$ cat config.mk
export PLATFORM = sky130hd
export DESIGN_NAME = mem_sram_ctrl
export DESIGN_NICKNAME = d
export VERILOG_FILES = /design/src/rtl/mem_sram_ctrl.sv
export SDC_FILE = /design/constraint.sdc
export NUM_CORES = 1
export LEC_CHECK = 0
export CAP_MARGIN = 20
export CELL_PAD_IN_SITES_DETAIL_PLACEMENT = 1
export CELL_PAD_IN_SITES_GLOBAL_PLACEMENT = 1
export CORE_ASPECT_RATIO = 1.2
export CORE_MARGIN = 2
export CORE_UTILIZATION = 41
export DETAILED_ROUTE_END_ITERATION = 16
export PLACE_DENSITY = 0.83
export SLEW_MARGIN = 10
export SYNTH_ARGS = -nofsm -noshare
export SYNTH_HDL_FRONTEND = slang
export SYNTH_SLANG_ARGS = --single-unit
$ cat constraint.sdc
create_clock -name clk -period 5.45 [get_ports clk]
set_input_delay 1.09 -clock clk [delete_from_list [all_inputs] [get_ports clk]]
set_output_delay 1.09 -clock clk [all_outputs]
set_load 0.02 [all_outputs]
$ cat src/rtl/mem_sram_ctrl.sv
// rtl/mem_sram_ctrl.sv - 32-bit load/store port onto a 16-bit asynchronous SRAM
// Each word is moved as two timed half-accesses (LO then HI) while the pipeline is frozen.
module mem_sram_ctrl #(
  parameter int          WAIT_CYCLES = 2,
  parameter logic [31:0] DATA_BASE   = 32'd1024,
  parameter int          SRAM_AW     = 18
) (
  input  logic               clk,
  input  logic               rst,
  input  logic               mem_r_en,
  input  logic               mem_w_en,
  input  logic [31:0]        alu_res,
  input  logic [31:0]        val_rm,
  output logic               ready,
  output logic [31:0]        read_data,
  output logic [SRAM_AW-1:0] sram_addr,
  output logic [15:0]        sram_dq_out,
  output logic               sram_dq_oe,
  input  logic [15:0]        sram_dq_in,
  output logic               sram_we_n
);

  localparam logic [1:0] IDLE = 2'd0;
  localparam logic [1:0] LO   = 2'd1;
  localparam logic [1:0] HI   = 2'd2;
  localparam logic [1:0] DONE = 2'd3;
  localparam logic [3:0] LAST = 4'(WAIT_CYCLES - 1);

  logic [1:0]         state_q, state_d;
  logic [3:0]         cnt_q, cnt_d;
  logic [31:0]        addr_q, addr_d;
  logic [31:0]        wdata_q, wdata_d;
  logic               wr_q, wr_d;
  logic [31:0]        rdata_q, rdata_d;
  logic [SRAM_AW-1:0] sram_addr_q, sram_addr_d;
  logic [15:0]        dq_out_q, dq_out_d;
  logic               dq_oe_q, dq_oe_d;
  logic               we_n_q, we_n_d;
  logic [SRAM_AW-2:0] idx_d;
  logic               req, phase_d;

  assign req = mem_r_en | mem_w_en;

  always_comb begin
    state_d = state_q;
    cnt_d   = cnt_q;
    addr_d  = addr_q;
    wdata_d = wdata_q;
    wr_d    = wr_q;
    rdata_d = rdata_q;
    case (state_q)
      IDLE: begin
        if (req) begin
          addr_d  = alu_res;
          wdata_d = val_rm;
          wr_d    = mem_w_en;
          state_d = LO;
          cnt_d   = 4'd0;
        end
      end
      LO: begin
        if (cnt_q == LAST) begin
          if (!wr_q) rdata_d[15:0] = sram_dq_in;
          state_d = HI;
          cnt_d   = 4'd0;
        end else begin
          cnt_d = cnt_q + 4'd1;
        end
      end
      HI: begin
        if (cnt_q == LAST) begin
          if (!wr_q) rdata_d[31:16] = sram_dq_in;
          state_d = DONE;
          cnt_d   = 4'd0;
        end else begin
          cnt_d = cnt_q + 4'd1;
        end
      end
      default: begin
        state_d = IDLE;
        cnt_d   = 4'd0;
      end
    endcase
  end

  // Bus outputs are registered from the next state so they change cleanly on the clock edge.
  always_comb begin
    idx_d       = (SRAM_AW-1)'((addr_d - DATA_BASE) >> 2);
    phase_d     = (state_d == LO) || (state_d == HI);
    sram_addr_d = sram_addr_q;
    dq_out_d    = dq_out_q;
    if (state_d == LO) begin
      sram_addr_d = {idx_d, 1'b0};
      if (wr_d) dq_out_d = wdata_d[15:0];
    end else if (state_d == HI) begin
      sram_addr_d = {idx_d, 1'b1};
      if (wr_d) dq_out_d = wdata_d[31:16];
    end
    dq_oe_d = wr_d && phase_d;
    we_n_d  = !(wr_d && phase_d && (cnt_d != LAST));
  end

  always_ff @(posedge clk or negedge rst) begin
    if (!rst) begin
      state_q     <= IDLE;
      cnt_q       <= 4'd0;
      addr_q      <= 32'd0;
      wdata_q     <= 32'd0;
      wr_q        <= 1'b0;
      rdata_q     <= 32'd0;
      sram_addr_q <= '0;
      dq_out_q    <= 16'd0;
      dq_oe_q     <= 1'b0;
      we_n_q      <= 1'b1;
    end else begin
      state_q     <= state_d;
      cnt_q       <= cnt_d;
      addr_q      <= addr_d;
      wdata_q     <= wdata_d;
      wr_q        <= wr_d;
      rdata_q     <= rdata_d;
      sram_addr_q <= sram_addr_d;
      dq_out_q    <= dq_out_d;
      dq_oe_q     <= dq_oe_d;
      we_n_q      <= we_n_d;
    end
  end

  assign ready       = (state_q == DONE) || ((state_q == IDLE) && !req);
  assign read_data   = rdata_q;
  assign sram_addr   = sram_addr_q;
  assign sram_dq_out = dq_out_q;
  assign sram_dq_oe  = dq_oe_q;
  assign sram_we_n   = we_n_q;

endmodule

==> After elaboration in Yosys (flattened, before gate mapping) <==
Cells that the tools add are included.
{ "classes": {"n_addsub": 2, "n_mul": 0, "div_mod_pow": 0, "magnitude_cmp": 0, "n_eq_ne": 9, "shift": 0, "mux": 19, "bitwise": 2, "reduce_logical": 13} }
{ "ops": {"columns": ["cell", "n"], "rows": [
  ["$mux W32", 4],
  ["$mux W16", 4],
  ["$mux W18", 2],
  ["$sub A19 B11 Y19 const B", 1],
  ["$reduce_and A3 Y1", 3],
  ["$mux W4", 2],
  ["$pmux W4 S2", 1],
  ["$eq A2 B2 Y1 const B", 3],
  ["$mux W2", 3],
  ["$pmux W2 S3", 1],
  ["$add A4 B1 Y4 const B", 1],
  ["$eq A2 B1 Y1 const B", 2],
  ["$eq A4 B1 Y1 const B", 1],
  ["$ne A2 B2 Y1 const B", 2],
  ["$ne A4 B1 Y1 const B", 1],
  ["$logic_and A1 B1 Y1", 3],
  ["$logic_not A1 Y1", 2],
  ["$logic_not A2 Y1", 1],
  ["$logic_or A1 B1 Y1", 2],
  ["$mux W1", 2],
  ["$reduce_bool A2 Y1", 1],
  ["$reduce_or A2 Y1", 1],
  ["$not A1 Y1", 1],
  ["$or A1 B1 Y1", 1]
]} }
{ "totals": {"reg_bits": 139, "latch_bits": 0, "mem_bits_rw": 0, "romBits": 0, "inputBits": 84, "out_inout_bits": 69, "word_cells": 56, "memories": 0} }

==> Logic depth before layout (Yosys ltp) <==
Gate-level depths: netlist of run 1.
{ "depth": {"ltp_word": 8, "mapped_depth": 13, "ltp_nobuf": 10} }

==> Least setup slack after synthesis of run 1 <==
No wires, ideal clock.
{ "synth_path": {"path_kind": "in2reg", "from": "input port mem_w_en", "to": "register dq_out_q[10], in the netlist sram_dq_out[10]", "setup_ns": 0.125, "arrival_time_ns": 3.307, "t_required_ns": 5.325, "path_slack_ns": 2.018, "cell_stages": 11, "n_path_buf": 3, "cell_sequence": "o21a_1 > buf_2 > nor3_1 > o22ai_1 > nor2b_1 > ha_1 > buf_2 > or2_2 > a21oi_2 > buf_4 > mux2_2"} }
{ "synth_via": {"elab_chain_len": 6, "word_cells_on_any_way": 17, "classes_between": "eq/ne (4); mux (10); bitwise (1); reduce/logical (2)"} }
{ "synth_lines": {"columns": ["item", "line", "source"], "rows": [
  ["start: declaration", "11", "input logic mem_w_en,"],
  ["$or A1 B1 Y1 *", "42", "assign req = mem_r_en | mem_w_en;"],
  ["$mux W2 *", "53", "if (req) begin"],
  ["$pmux W2 S3 *", "51", "case (state_q)"],
  ["net state_d[0]", "29", "logic [1:0] state_q, state_d;"],
  ["$eq A2 B2 Y1 or $eq A2 B1 Y1 (tied branches)", "95, 92", null],
  ["$ne A2 B2 Y1 (no line) or $reduce_bool A2 Y1 (tied branches)", null, null],
  ["$reduce_and A3 Y1 (no line)", null, null],
  ["end signal: assignment", "123", "dq_out_q <= dq_out_d;"],
  ["end: declaration", "36", "logic [15:0] dq_out_q, dq_out_d;"]
]} }
The timed path passes the listed nets; every way through them passes the cells marked *. The select of a mux whose other input is x is not followed.
A chain may end at the register's enable or synchronous reset.

==> Worst setup path in the final report of run 1 <==
{ "layout_path": {"from": "input port mem_w_en", "to": "output port ready"} }
{ "layout_via": {"elab_chain_len": 4} }
{ "layout_lines": {"columns": ["item", "line", "source"], "rows": [
  ["$or A1 B1 Y1", "42", null],
  ["$logic_not A1 Y1", "129", "assign ready = (state_q == DONE) || ((state_q == IDLE) && !req);"],
  ["$logic_and A1 B1 Y1", "129", null],
  ["$logic_or A1 B1 Y1", "129", null],
  ["end: declaration", "14", "output logic ready,"]
]} }
No other way between the ends.

==> flow_summary_export.csv, run 1 <==
group,metric,value,unit
status,status,"completed",
timing,finalSetupViolations,0,
global_route,grt_pass1_wl,21300,um
cts,htree_num_levels,4,
placed_design,numPortBuffers,137,
placed_design,gp_congestion,0.759,
power_and_ir_drop,pwr-share-comb,50.6,%
critical_path,cp-end-kind,"primary output",
logic_synthesis,synth_top_area_cell,"dfrtp_1",
cts,clock-sinks,124,
job,cap_violations,0,
layout,num-nets-final,636,
critical_path,worst_ep_arrival_time,2.90,ns
die,start_util,42.2,%
die,dieHeight,129,um
timing,fmax,251,MHz
drt,finalWirelength,13400,um
power_and_ir_drop,swShare,35.7,%
cts,cts_setup_buffers,0,
cts,cts-resized-gates,0,
layout,area_delta_synth_final,39.4,%
logic_synthesis,ys.flop_type,"dfrtp_1",
timing,period_share,73.1,%
die,dieArea,14000,um^2
drt,vias,3720,
global_route,grt_use_total,19.9,%
worst_hold_path,whs_path_depth,2,
die,coreArea,12700,um^2
cts,cts_tree,"yes",
cts,cts_root_buffer,"clkbuf_16",
logic_synthesis,synthCells,397,
logic_synthesis,synth-xor-area-share,0.326,%
timing,finalHoldViolCount,0,
cts,cts_inserted_buffers,17,
global_route,overflow,0,
logic_synthesis,synth-seq-cells,124,
critical_path,reg2reg_depth,9,
critical_path,timing.rr.start,"state_q[0]",
critical_path,max_stage_delay,0.59,ns
timing,drv_slew,0,
logic_synthesis,synthSimpleGateAreaFrac,7.76,%
drt,firstDrtPassIters,4,
drt,viasPerCell,5.17,
timing,fin_hold_ws,0.466,ns
timing,slew_headroom,56.6,%
timing,skew,0.0117,ns
logic_synthesis,synth-edff-count,0,
logic_synthesis,yosysSeqAreaShare,57.8,%
cts,holdBufCountCts,0,
timing,rsz0062_at_grt,"false",
global_route,antenna_found_initial,0,
timing,setup_tns,0,ns
cts,clockBufferDepth,2,
power_and_ir_drop,power.density,729,nW/um^2
power_and_ir_drop,power_frac_seq,30.0,%
timing,layout_min_cycle_time,3.99,ns
power_and_ir_drop,pwr-share-clk,19.4,%
placed_design,dp_hpwl,8900,um
drt,wl_per_cell,18.6,um
cts,path_clk_slew,0.06,ns
die,num_rows,45,
logic_synthesis,synth.avg_cell_area,13.5,um^2
drt,antenna_left,0,
timing,tightest_slew,0.650,ns
cts,worstSkewPairLatency,0.41,ns
logic_synthesis,yosysWarnings,0,
power_and_ir_drop,power.internal,3510,uW
power_and_ir_drop,p_total,5460,uW
drt,drc_errors,0,
power_and_ir_drop,p_sw,1950,uW
logic_synthesis,yosysTopAreaCellShare,57.4,%
placed_design,post-place-ws,1.12,ns
logic_synthesis,synth.area.mux_share,25.2,%
worst_hold_path,worstHoldStart,"addr_q[4]",
power_and_ir_drop,p_leak,0.00323,uW
logic_synthesis,synth.most_common_cell,"dfrtp_1",
die,die_x,108,um
layout,fill_cells,1288,
global_route,grt_max_degree,83,
critical_path,path_cells,"clkdlybuf4s50_1 -> nor3b_2 -> or2_2 -> clkdlybuf4s50_1",
critical_path,reg2reg_to,"sram_addr[17]",
global_route,grt_pass1_vias,4242,
die,pin_count,153,
logic_synthesis,ys_types,46,
critical_path,r2r_slack,1.98,ns
critical_path,critPathRequiredTime,4.36,ns
logic_synthesis,synth_area_leaders,"dfrtp_1 57%, mux2_2 21%, mux2_4 3.1%",
logic_synthesis,async_flop_share,100,%
logic_synthesis,synth-adder-area-share,2.10,%
timing,setup_ws,1.46,ns
critical_path,path_max_fanout,8,
logic_synthesis,synth_nets,490,
logic_synthesis,synth_top_family_by_area,"multiplexers",
layout,drive_above_1_share,28.4,%
critical_path,startpoint_type,"input port",
power_and_ir_drop,ir_worst_vdd,0.325,mV
drt,drtIter0Drc,61,
critical_path,cpMaxStageDelayCell,"clkdlybuf4s50_1",
layout,num_antenna_cells,0,
logic_synthesis,syn_area,5370,um^2
logic_synthesis,synth_compound_area_share,4.20,%
worst_hold_path,hold_path_class,"register to register",
critical_path,worstSetupPathType,"input port to primary output",
layout,fin_util,58.8,%
logic_synthesis,synth_common_cells,"123 x dfrtp_1, 100 x mux2_2, 43 x nand2_1",
worst_hold_path,worstHoldEndpoint,"addr_q[4]",
critical_path,cpMostUsedCell,"clkdlybuf4s50_1",
## layer usage
| metal | GRT usage [%] | share of wire (%) | wire (um) | up-vias |
|---|---|---|---|---|
| met5 | 0 | 0 | 0 | - |
| met4 | 8.30 | 2.4 | 322 | 0 |
| met3 | 5.43 | 4.5 | 598 | 23 |
| met2 | 37.1 | 56 | 7490 | 95 |
| met1 | 21.0 | 37 | 4980 | 1902 |
| li1 | - | - | - | 1700 |
## stage by stage
stage               std cells  area (um^2)
finish                    720         7480
global placement          687         6890
detailed placement        687         6890
global route              720         7480
floorplan                 397         5370
CTS                       719         7460
## cell type report
type	instances	area, um^2	share of cell area [%]
Inverter	10	37.5	0.502
Sequential cell	124	3100	41.5
Clock buffer	21	470	6.29
Timing Repair Buffer	143	1450	19.3
Multi-Input combinational cell	247	2130	28.4
Clock inverter	11	93.8	1.25
Tap cell	164	205	2.74
## flip-flops by register name, summed over array words and instances, names as in the netlist
signal / flops
wdata_q: 32
sram_addr: 18
sram_dq_oe: 1
cnt_q: 4
read_data: 32
addr_q: 17
sram_we_n: 1
wr_q: 1
state_q: 2
sram_dq_out: 16
## worst max-delay path: cells and delay by family
family	cells	cell delay, ns
buffers and inverters	2	1.10
AND/OR/NAND/NOR	2	0.70
## kinds of logic after synthesis
logic type | after synthesis
buf+inv | 26
mux | 116
fa+ha+maj | 9
compound gates | 32
simple gates | 88
xor+xnor | 2
flops | 124
## placed cells by master, fill, tap and decap left out, types with 3 or more instances in the layout
master	Yosys	final
clkdlybuf4s50_1	0	136
dfrtp_1	123	123
mux2_2	100	100
nand2_1	43	43
clkbuf_16	0	17
nor2_1	11	11
mux2_4	11	11
inv_1	10	10
ha_1	9	9
nor3_1	8	8
a21oi_1	6	6
o21ai_0	6	6
clkinv_2	0	5
buf_4	3	5
o21a_1	4	4
mux2i_1	4	4
nand3_1	4	4
nor4_1	4	4
clkinvlp_4	0	4
nand4_1	3	3
clkbuf_8	0	3
## how the worst max path moves through the flow
| stage | startpoint | end | slack [ns] | depth (start not counted) |
|---|---|---|---|---|
| 3_5_place_dp | mem_w_en | sram_addr[17] | 1.12 | 8 |
| 3_3_place_gp | mem_w_en | sram_addr[17] | 1.29 | 8 |
| 4_1_cts | mem_w_en | ready | 1.47 | 4 |
| 2_1_floorplan | mem_w_en | sram_dq_out[10] | 2.02 | 11 |
| 5_1_grt | mem_w_en | sram_addr[17] | 1.36 | 8 |
| 6_report | mem_w_en | ready | 1.46 | 4 |
## power by group through the flow
stage               clock network (uW)  registers, uW  logic (uW)
floorplan                            0           1910        1530
global placement                     0           1620        2680
detailed placement                   0           1650        2780
CTS                               1080           1650        2810
global route                      1120           1700        2970
finish                            1060           1640        2760
(Power assumes the default switching activity.)
==> run 2: changes to the inputs <==
--- a/config.mk
+++ b/config.mk
@@ -10,9 +10,9 @@
 export CELL_PAD_IN_SITES_GLOBAL_PLACEMENT = 1
 export CORE_ASPECT_RATIO = 1.2
 export CORE_MARGIN = 2
-export CORE_UTILIZATION = 41
+export CORE_UTILIZATION = 34
 export DETAILED_ROUTE_END_ITERATION = 16
-export PLACE_DENSITY = 0.83
+export PLACE_DENSITY = 0.74
 export SLEW_MARGIN = 10
 export SYNTH_ARGS = -nofsm -noshare
 export SYNTH_HDL_FRONTEND = slang
==> constraint.sdc (replaced) <==
create_clock -name clk -period 3.2 [get_ports clk]
set_input_delay 0.64 -clock clk [delete_from_list [all_inputs] [get_ports clk]]
set_output_delay 0.64 -clock clk [all_outputs]
set_load 0.02 [all_outputs]
==> flow_summary_export.csv, run 2 (synthesis results as in run 1) <==
group,metric,value,unit
timing,finalSetupViolations,0,
global_route,grt_pass1_wl,21200,um
timing,setup_ws,0.176,ns
cts,htree_num_levels,4,
critical_path,cp-end-kind,"primary output",
global_route,antenna_found_initial,0,
cts,cts_root_buffer,"clkbuf_16",
power_and_ir_drop,ir_worst_vdd,0.655,mV
critical_path,worstSetupPathType,"register to primary output",
layout,final_cell_mix,"136 x clkdlybuf4s50_1, 123 x dfrtp_1, 100 x mux2_2",
critical_path,critPathRequiredTime,2.56,ns
die,pin_count,153,
power_and_ir_drop,pwr-share-clk,20.5,%
status,status,"completed",
die,coreArea,15500,um^2
drt,finalWirelength,13000,um
drt,drtIter0Drc,108,
timing,skew,0.00650,ns
die,die_x,119,um
cts,worstSkewPairLatency,0.40,ns
cts,path_clk_slew,0.05,ns
layout,drive_above_1_share,28.5,%
cts,cts-resized-gates,0,
drt,firstDrtPassIters,4,
die,dieArea,16800,um^2
global_route,grt_max_degree,70,
drt,wl_per_cell,17.0,um
power_and_ir_drop,swShare,34.4,%
layout,layoutNonFillerInstCount,769,
timing,finalHoldViolCount,0,
layout,area_delta_synth_final,41.9,%
drt,drc_errors,0,
placed_design,gp_congestion,0.762,
timing,period_share,94.5,%
power_and_ir_drop,power_frac_seq,29.2,%
placed_design,numPortBuffers,137,
timing,fin_hold_ws,0.299,ns
global_route,grt_use_total,16.3,%
job,cap_violations,0,
timing,layout_min_cycle_time,3.02,ns
power_and_ir_drop,p_leak,0.00328,uW
critical_path,reg2reg_depth,11,
cts,cts_inserted_buffers,17,
timing,slew_headroom,50.4,%
placed_design,dpl.cell_count,738,
cts,cts_tree,"yes",
layout,fill_cells,1649,
drt,viasPerCell,4.77,
worst_hold_path,hold_path_class,"input port to asynchronous set/reset pin",
cts,holdBufCountCts,0,
power_and_ir_drop,power.internal,6240,uW
power_and_ir_drop,power.density,1250,nW/um^2
timing,rsz0062_at_grt,"false",
power_and_ir_drop,p_sw,3260,uW
drt,vias,3667,
critical_path,path_max_fanout,7,
critical_path,worst_ep_arrival_time,2.38,ns
timing,drv_slew,0,
layout,num_antenna_cells,0,
power_and_ir_drop,pwr-share-comb,50.3,%
timing,fmax,331,MHz
cts,cts_setup_buffers,0,
layout,num-nets-final,642,
layout,layout_commonest_cell,"clkdlybuf4s50_1",
die,num_rows,50,
global_route,grt_pass1_vias,4126,
global_route,overflow,0,
placed_design,dp_hpwl,9320,um
timing,setup_tns,0,ns
die,start_util,34.6,%
critical_path,startpoint_type,"register",
die,dieHeight,142,um
drt,antenna_left,0,
timing,tightest_slew,0.744,ns
cts,clockBufferDepth,2,
cts,clock-sinks,124,
placed_design,post-place-ws,0.0689,ns
## run 2: changes by cell type in the layout (fill, tap and decap cells not counted), sizes merged
cell      previous run  this run
buf                  7        13
bufinv               1         3
clkinv               6         3
clkbuf              21        25
clkinvlp             4         0
## run 2: worst paths after layout
path | from | to | slack, ns
setup / recovery | state_q[0] | ready | 0.18
max in group asynchronous | rst | sram_we_n | 2.04
min in group clk | addr_q[5] | addr_q[5] | 0.47
hold / removal | rst | sram_addr[5] | 0.30
hold reg to reg | addr_q[5] | addr_q[5] | 0.47
setup reg to reg | cnt_q[1] | sram_dq_out[15] | 0.34
## run 2: layout make-up
| cell class | count | area (um^2) | share of cell area (%) |
|---|---|---|---|
| multi-input cells | 247 | 2130 | 27.9 |
| flip-flops and latches | 124 | 3100 | 40.8 |
| repair buffers | 149 | 1480 | 19.5 |
| inverters | 10 | 37.5 | 0.493 |
| clock buffers | 25 | 495 | 6.51 |
| well taps | 208 | 260 | 3.42 |
| clock inverters | 6 | 109 | 1.43 |
## run 2: power groups by stage
| stage | Combinational (uW) | Sequential [uW] | Clock [uW] |
|---|---|---|---|
| after global routing | 5150 | 2880 | 2080 |
| after CTS | 4860 | 2790 | 2010 |
| after detailed placement | 4840 | 2810 | 0 |
| after floorplan | 2610 | 3260 | 0 |
| final | 4780 | 2780 | 1950 |
| after global placement | 4680 | 2760 | 0 |
## run 2: critical path, cell delays in order (launching register included)
cell and delay [ns]:
dfrtp_1 0.42, inv_1 0.09, ha_1 0.30, nor3b_2 0.20, buf_4 0.16, or2_2 0.27
clkdlybuf4s50_1 0.54
## run 2: metrics by stage
step | util, % | total power [uW] | area [um^2]
after floorplan | - | 5860 | 5370
after global placement | 45.2 | 7430 | 7010
after detailed placement | 45.2 | 7640 | 7010
after CTS | 49.1 | 9660 | 7620
after global routing | 49.1 | 10100 | 7620
final | 49.1 | 9500 | 7620
## run 2: metal layers
| metal | up-vias | global-route usage, % | wire length (um) |
|---|---|---|---|
| li1 | 1703 | - | - |
| met1 | 1855 | 17.8 | 5260 |
| met2 | 92 | 28.9 | 6800 |
| met3 | 17 | 5.47 | 746 |
| met4 | 0 | 6.64 | 244 |
| met5 | - | 0 | 0 |
==> run 3: changes to the inputs <==
--- a/config.mk
+++ b/config.mk
@@ -13,6 +13,7 @@
 export CORE_UTILIZATION = 34
 export DETAILED_ROUTE_END_ITERATION = 16
 export PLACE_DENSITY = 0.74
+export SKIP_LAST_GASP = 1
 export SLEW_MARGIN = 10
 export SYNTH_ARGS = -nofsm -noshare
 export SYNTH_HDL_FRONTEND = slang
==> results of run 3 <==
Same layout as run 2: the final DEF is identical, and so are final timing and power.
